File: config.mk
export PLATFORM = sky130hd
export DESIGN_NAME = gpr_file
export DESIGN_NICKNAME = d
export VERILOG_FILES = /design/src/rtl/gpr_pkg.sv /design/src/rtl/gpr_bank.sv /design/src/rtl/gpr_file.sv
export SDC_FILE = /design/constraint.sdc
export NUM_CORES = 1
export LEC_CHECK = 0
export BUFFER_PORTS_ARGS = -buffer_cell sky130_fd_sc_hd__buf_4
export CAP_MARGIN = 20
export CORE_ASPECT_RATIO = 0.6
export CORE_MARGIN = 3
export CORE_UTILIZATION = 45
export CTS_CLUSTER_SIZE = 30
export DETAILED_ROUTE_END_ITERATION = 6
export GPL_ROUTABILITY_DRIVEN = 0
export RECOVER_POWER = 25
export SYNTH_ARGS = -nofsm -noshare
export SYNTH_HDL_FRONTEND = slang
export SYNTH_SLANG_ARGS = --single-unit
File: constraint.sdc
create_clock -name clk -period 1.7 [get_ports clk]
set_clock_uncertainty 0.1 [all_clocks]
set_input_delay 0.085 -clock clk [delete_from_list [all_inputs] [get_ports clk]]
set_output_delay 0.085 -clock clk [all_outputs]
set_load 0.01 [all_outputs]
File: src/rtl/gpr_pkg.sv
// Purpose: shared constants for the GPR file (default geometry and FSM state encodings).
// Ports  : none (package).
package gpr_pkg;

   localparam int unsigned GPR_DATA_WIDTH = 16;
   localparam int unsigned GPR_ADDR_WIDTH = 3;
   localparam int unsigned GPR_DEPTH      = 8;

   // Transaction FSM states
   localparam int unsigned GPR_ST_W  = 2;
   localparam logic [1:0]  ST_IDLE   = 2'd0;
   localparam logic [1:0]  ST_ACCESS = 2'd1;
   localparam logic [1:0]  ST_DONE   = 2'd2;

endpackage : gpr_pkg

File: src/rtl/gpr_bank.sv
// Purpose: DEPTH x DATA_WIDTH register storage, one synchronous write port and two
//          combinational read ports, with range checking and optional hardwired-zero R0.
// Ports  : clk, rst         - clock, synchronous active-high reset (clears storage)
//          wr_en            - a write is requested by the current transaction
//          wr_commit        - strobe: commit the write at this clock edge
//          waddr, wdata     - write address / data
//          raddr_a, raddr_b - read addresses
//          rdata_a_c/_b_c   - combinational read data (0 for out-of-range or masked R0)
//          wr_ok_c          - the requested write is legal and will land in storage
//          range_err_c      - some used address is outside the populated range
module gpr_bank
   import gpr_pkg::*;
#(
   parameter int unsigned DATA_WIDTH = GPR_DATA_WIDTH,
   parameter int unsigned ADDR_WIDTH = GPR_ADDR_WIDTH,
   parameter int unsigned DEPTH      = GPR_DEPTH,
   parameter int unsigned ZERO_REG   = 0
) (
   input  logic                  clk,
   input  logic                  rst,
   input  logic                  wr_en,
   input  logic                  wr_commit,
   input  logic [ADDR_WIDTH-1:0] waddr,
   input  logic [DATA_WIDTH-1:0] wdata,
   input  logic [ADDR_WIDTH-1:0] raddr_a,
   input  logic [ADDR_WIDTH-1:0] raddr_b,
   output logic [DATA_WIDTH-1:0] rdata_a_c,
   output logic [DATA_WIDTH-1:0] rdata_b_c,
   output logic                  wr_ok_c,
   output logic                  range_err_c
);

   logic [DATA_WIDTH-1:0] mem [DEPTH];

   logic waddr_oob;
   logic raddr_a_oob;
   logic raddr_b_oob;
   logic waddr_zero_drop;

   // Range and R0 qualification
   always_comb begin
      waddr_oob       = (32'(waddr)   >= DEPTH);
      raddr_a_oob     = (32'(raddr_a) >= DEPTH);
      raddr_b_oob     = (32'(raddr_b) >= DEPTH);
      waddr_zero_drop = (ZERO_REG != 0) && (waddr == '0);
      wr_ok_c         = wr_en && !waddr_oob && !waddr_zero_drop;
      range_err_c     = (wr_en && waddr_oob) || raddr_a_oob || raddr_b_oob;
   end

   // Storage: address decode by loop keeps every index inside the populated range
   always_ff @(posedge clk) begin
      if (rst) begin
         for (int i = 0; i < int'(DEPTH); i++) mem[i] <= '0;
      end else if (wr_commit && wr_ok_c) begin
         for (int i = 0; i < int'(DEPTH); i++) begin
            if (waddr == ADDR_WIDTH'(i)) mem[i] <= wdata;
         end
      end
   end

   // Read ports: unmatched (out-of-range) addresses and masked R0 fall through to 0
   always_comb begin
      rdata_a_c = '0;
      rdata_b_c = '0;
      for (int i = 0; i < int'(DEPTH); i++) begin
         if ((ZERO_REG == 0) || (i != 0)) begin
            if (raddr_a == ADDR_WIDTH'(i)) rdata_a_c = mem[i];
            if (raddr_b == ADDR_WIDTH'(i)) rdata_b_c = mem[i];
         end
      end
   end

endmodule : gpr_bank

File: src/rtl/gpr_file.sv
// Purpose: 1W/2R general-purpose register file with a req/rdy transaction FSM
//          (IDLE -> ACCESS -> DONE), input capture, optional write->read bypass and
//          registered read data / status.
// Ports  : clk, rst          - clock, synchronous active-high reset
//          cs, req           - chip select and request; accepted only while rdy=1
//          write, waddr, wdata - write request, address, data
//          raddr_a, raddr_b  - read addresses
//          rdata_a, rdata_b  - registered read data, valid while valid=1, held afterwards
//          rdy               - idle, able to accept a request
//          valid             - one-cycle completion pulse
//          err               - pulses with valid when any used address is out of range
module gpr_file
   import gpr_pkg::*;
#(
   parameter int unsigned DATA_WIDTH = GPR_DATA_WIDTH,
   parameter int unsigned ADDR_WIDTH = GPR_ADDR_WIDTH,
   parameter int unsigned DEPTH      = GPR_DEPTH,
   parameter int unsigned ZERO_REG   = 0,
   parameter int unsigned BYPASS     = 0
) (
   input  logic                  clk,
   input  logic                  rst,
   input  logic                  cs,
   input  logic                  req,
   input  logic                  write,
   input  logic [ADDR_WIDTH-1:0] waddr,
   input  logic [DATA_WIDTH-1:0] wdata,
   input  logic [ADDR_WIDTH-1:0] raddr_a,
   input  logic [ADDR_WIDTH-1:0] raddr_b,
   output logic [DATA_WIDTH-1:0] rdata_a,
   output logic [DATA_WIDTH-1:0] rdata_b,
   output logic                  rdy,
   output logic                  valid,
   output logic                  err
);

   logic [GPR_ST_W-1:0]   state;
   logic [GPR_ST_W-1:0]   state_d;

   // Transaction fields captured at the accept edge
   logic                  cap_write;
   logic [ADDR_WIDTH-1:0] cap_waddr;
   logic [DATA_WIDTH-1:0] cap_wdata;
   logic [ADDR_WIDTH-1:0] cap_raddr_a;
   logic [ADDR_WIDTH-1:0] cap_raddr_b;

   logic                  cap_en;
   logic                  load_en;
   logic                  commit;
   logic                  rdy_d;
   logic                  valid_d;
   logic                  err_d;
   logic [DATA_WIDTH-1:0] rd_a_nxt;
   logic [DATA_WIDTH-1:0] rd_b_nxt;

   logic [DATA_WIDTH-1:0] bank_rdata_a;
   logic [DATA_WIDTH-1:0] bank_rdata_b;
   logic                  bank_wr_ok;
   logic                  bank_range_err;

   gpr_bank #(
      .DATA_WIDTH (DATA_WIDTH),
      .ADDR_WIDTH (ADDR_WIDTH),
      .DEPTH      (DEPTH),
      .ZERO_REG   (ZERO_REG)
   ) u_bank (
      .clk         (clk),
      .rst         (rst),
      .wr_en       (cap_write),
      .wr_commit   (commit),
      .waddr       (cap_waddr),
      .wdata       (cap_wdata),
      .raddr_a     (cap_raddr_a),
      .raddr_b     (cap_raddr_b),
      .rdata_a_c   (bank_rdata_a),
      .rdata_b_c   (bank_rdata_b),
      .wr_ok_c     (bank_wr_ok),
      .range_err_c (bank_range_err)
   );

   // Bypass only forwards writes that actually land; dropped writes read storage
   always_comb begin
      rd_a_nxt = bank_rdata_a;
      rd_b_nxt = bank_rdata_b;
      if ((BYPASS != 0) && bank_wr_ok) begin
         if (cap_waddr == cap_raddr_a) rd_a_nxt = cap_wdata;
         if (cap_waddr == cap_raddr_b) rd_b_nxt = cap_wdata;
      end
   end

   // Next-state and next-output logic
   always_comb begin
      state_d = state;
      cap_en  = 1'b0;
      load_en = 1'b0;
      commit  = 1'b0;
      rdy_d   = 1'b0;
      valid_d = 1'b0;
      err_d   = 1'b0;
      case (state)
         ST_IDLE: begin
            if (cs && req) begin
               cap_en  = 1'b1;
               state_d = ST_ACCESS;
            end else begin
               rdy_d   = 1'b1;
            end
         end
         ST_ACCESS: begin
            commit  = 1'b1;
            load_en = 1'b1;
            valid_d = 1'b1;
            err_d   = bank_range_err;
            state_d = ST_DONE;
         end
         ST_DONE: begin
            rdy_d   = 1'b1;
            state_d = ST_IDLE;
         end
         default: begin
            rdy_d   = 1'b1;
            state_d = ST_IDLE;
         end
      endcase
   end

   // State, capture and output registers
   always_ff @(posedge clk) begin
      if (rst) begin
         state       <= ST_IDLE;
         rdy         <= 1'b1;
         valid       <= 1'b0;
         err         <= 1'b0;
         rdata_a     <= '0;
         rdata_b     <= '0;
         cap_write   <= 1'b0;
         cap_waddr   <= '0;
         cap_wdata   <= '0;
         cap_raddr_a <= '0;
         cap_raddr_b <= '0;
      end else begin
         state <= state_d;
         rdy   <= rdy_d;
         valid <= valid_d;
         err   <= err_d;
         if (cap_en) begin
            cap_write   <= write;
            cap_waddr   <= waddr;
            cap_wdata   <= wdata;
            cap_raddr_a <= raddr_a;
            cap_raddr_b <= raddr_b;
         end
         if (load_en) begin
            rdata_a <= rd_a_nxt;
            rdata_b <= rd_b_nxt;
         end
      end
   end

endmodule : gpr_file

==> results.yml <==
clock_network:
  cts_buffers: 17
  cts.sinks: 190
  insertion_delay_ns: 0.45
  cts_setup_buffers: 0
  cts_tree: "yes"
  cts_root_buffer: "clkbuf_16"
  clockBufferDepth: 2
  htree_levels: 4
  clkTransAtPathRegs_ns: 0.08
outcome:
  violations: "design-rule violations"
  status: "finished with violations"
setup_path:
  endpoint_kind: "flop"
  worst-setup-path-type: "reg2reg"
  crit_path_top_delay_cell: "a31o_2"
  start_kind: "flop"
  critPathTopFamily: "compound AO/OA/AOI/OAI gates"
  cp_slowest_stage_delay_ns: 0.58
  crit_buf_inv: 0
  crit_chain: "and3_1 > a31o_2"
  crit_arrival_ns: 1.66
  crit_required_ns: 1.68
  cp_max_fo: 16
synthesis:
  netlist_instances: 892
  synth.area.mux_share: 0.0647
  ys_warn_count: 0
  synthSimpleGateAreaFrac: 0.168
  synth_xor_area_frac: 0
  synth.yosys.seq_area_share: 0.554
  synth-compound-area-share: 0.163
  synth-adder-area-share: 0
  synth_fp_nets: 922
  syn_area_per_cell_um2: 10.3
  synth_top_family_by_area: "simple AND/OR/NAND/NOR gates"
  synth_seq_cells: 190
  syn_area_um2: 9170
  ys_types: 39
sta:
  period_needed_ns: 1.68
  period_share: 0.990
  setup_violations: 0
  slew_violations: 0
  relSlewSlack: 0.562
  clock.fmax_mhz: 594
  setup_slack_ns: 0.0175
  rsz0062_at_grt: "yes"
  final-hold-violation-count: 0
  setup_tns_ns: 0
  worst_pin_slew_ns: 0.658
cells_and_area:
  drive_above_1_share: 0.142
  final_common_cell: "nor2_1"
  final_util: 0.569
  final_cell_mix: "158 x nor2_1, 128 x edfxtp_1, 109 x a21oi_1"
  area_growth_pct: 21.1
  n_antenna_cell: 0
  post-route-cell-area_um2: 11100
  layout.nets: 1019
routing:
  avgViaCountPerCell: 5.89
  drc_errors: 5
  final_antenna_net_count: 0
  drtIter0Drc: 1089
  firstDrtPassIters: 7
  wl_per_cell_um: 22.7
  routed_wl_mm: 28.8
  dr_total_vias: 7470
die:
  row_count: 39
  start_util: 0.470
  core-area_um2: 19500
  die_w_um: 190
  die_area_um2: 22200
  die_h_um: 117
  io_pins: 65
pwr:
  cellLeakagePower_nw: 3.81
  power_density_nw_per_um2: 920
  p_total_mw: 10.2
  ir_drop_mv: 0.813
grt:
  grt_pass1_vias: 7388
  antenna_found_initial: 0
  grt_first_pass_wirelength_mm: 43.5
  grt_start_max_net_pins: 43
  gr-total-overflow: 0
  grt_use_total: 0.265
placed_design:
  postPlaceCellArea_um2: 10300
  dp_hpwl_mm: 19.4
  port_buffers: 63
  place_ws_ns: -0.0736
run:
  maxCapViolations: 0
hold_path:
  hold_class: "in2reg"
synthesized netlist by cell type, drive strengths merged:
| cell | n | area share |
|---|---|---|
| edfxtp | 128 | 0.42 |
| a31o | 1 | 0.00096 |
| clkbuf | 25 | 0.010 |
| nand2b | 56 | 0.038 |
| conb | 1 | 0.00041 |
| and2 | 1 | 0.00068 |
| a311o | 6 | 0.0065 |
| nor3 | 2 | 0.0016 |
| a22oi | 6 | 0.0049 |
| and3 | 2 | 0.0014 |
| nand4b | 1 | 0.00096 |
| o2bb2ai | 6 | 0.0057 |
| o32ai | 25 | 0.024 |
| inv | 19 | 0.0078 |
| mux4 | 1 | 0.0025 |
| nor2 | 160 | 0.066 |
| a32o | 25 | 0.027 |
| buf | 48 | 0.031 |
| a31oi | 6 | 0.0041 |
| mux2i | 57 | 0.062 |
| nor2b | 4 | 0.0027 |
| nand4 | 1 | 0.00068 |
| dfxtp | 62 | 0.14 |
| nand3b | 32 | 0.026 |
| a41o | 1 | 0.0011 |
| nand3 | 4 | 0.0033 |
| nand2 | 61 | 0.025 |
| a21oi | 109 | 0.059 |
| a211oi | 1 | 0.00082 |
| o21a | 25 | 0.020 |
| o21ai | 13 | 0.0071 |
| or3 | 2 | 0.0014 |
| o221ai | 1 | 0.00096 |
registers in the layout, indices dropped and copies added (netlist names):
signal and cells:
cap_waddr 3, cap_raddr_a 3, cap_raddr_b 3, rdata_b 16
rdata_a 16, rdy 1, u_bank.mem 128, valid 1
state 2, cap_wdata 16, cap_write 1
cells by family (layout without fill, tap and decap cells):
family / count (synthesis) / after routing
AOI/OAI and AO/OA: 225 / 225
buffers and inverters: 92 / 202
other: 1 / 1
and+or+nand+nor: 326 / 326
DFF: 190 / 190
muxes: 58 / 58
final cells by class:
type | instances | area, µm²
fill | 1673 | 8410
sequential | 190 | 5100
multi-input combinational | 610 | 3690
timing repair buffer | 151 | 1360
clock buffer | 17 | 425
tap | 266 | 333
clock inverter | 15 | 135
inverter | 19 | 71.3
what timing repair did:
item | in CTS | in global routing
hold buffers | 29 | 0
cloned | 0 | 1
hold endpoints to repair | 27 | 0
endpoints found under the setup margin | 9 | 79
resized for setup | 5 | 10
power by group:
part	switching, mW	internal (mW)	total [mW]
combinational	0.611	0.480	1.09
clock	1.86	2.04	3.90
sequential	0.139	5.09	5.23
routing by layer:
metal,GRT usage,vias up,wire (µm)
met3,0.0807,58,2690
met1,0.379,3638,13400
met2,0.390,356,12100
met5,0,-,0
met4,0.0767,0,537
li1,-,3418,-
final timing paths:
path	from	to	slack, ns	cells past startpoint
setup reg to reg	cap_waddr[2]	u_bank.mem[1][63]	0.02	2
hold / removal	cs	cap_raddr_a[2]	0.12	6
setup / recovery	cap_waddr[2]	u_bank.mem[1][63]	0.02	2
hold reg to reg	cap_wdata[9]	cap_wdata[9]	0.36	2
worst register-to-register path, stage by stage, from the launching register on:
cell and delay, ns:
dfxtp_1 0.43, and3_1 0.19, a31o_2 0.58
metrics by stage:
step,cells,hold WS [ns]
after global routing,1268,0.139
after CTS,1267,0.0897
after floorplan,892,0.121
final,1268,0.120
after global placement,1206,0.234
after detailed placement,1206,0.239
Power figures use the tool's default switching activity.
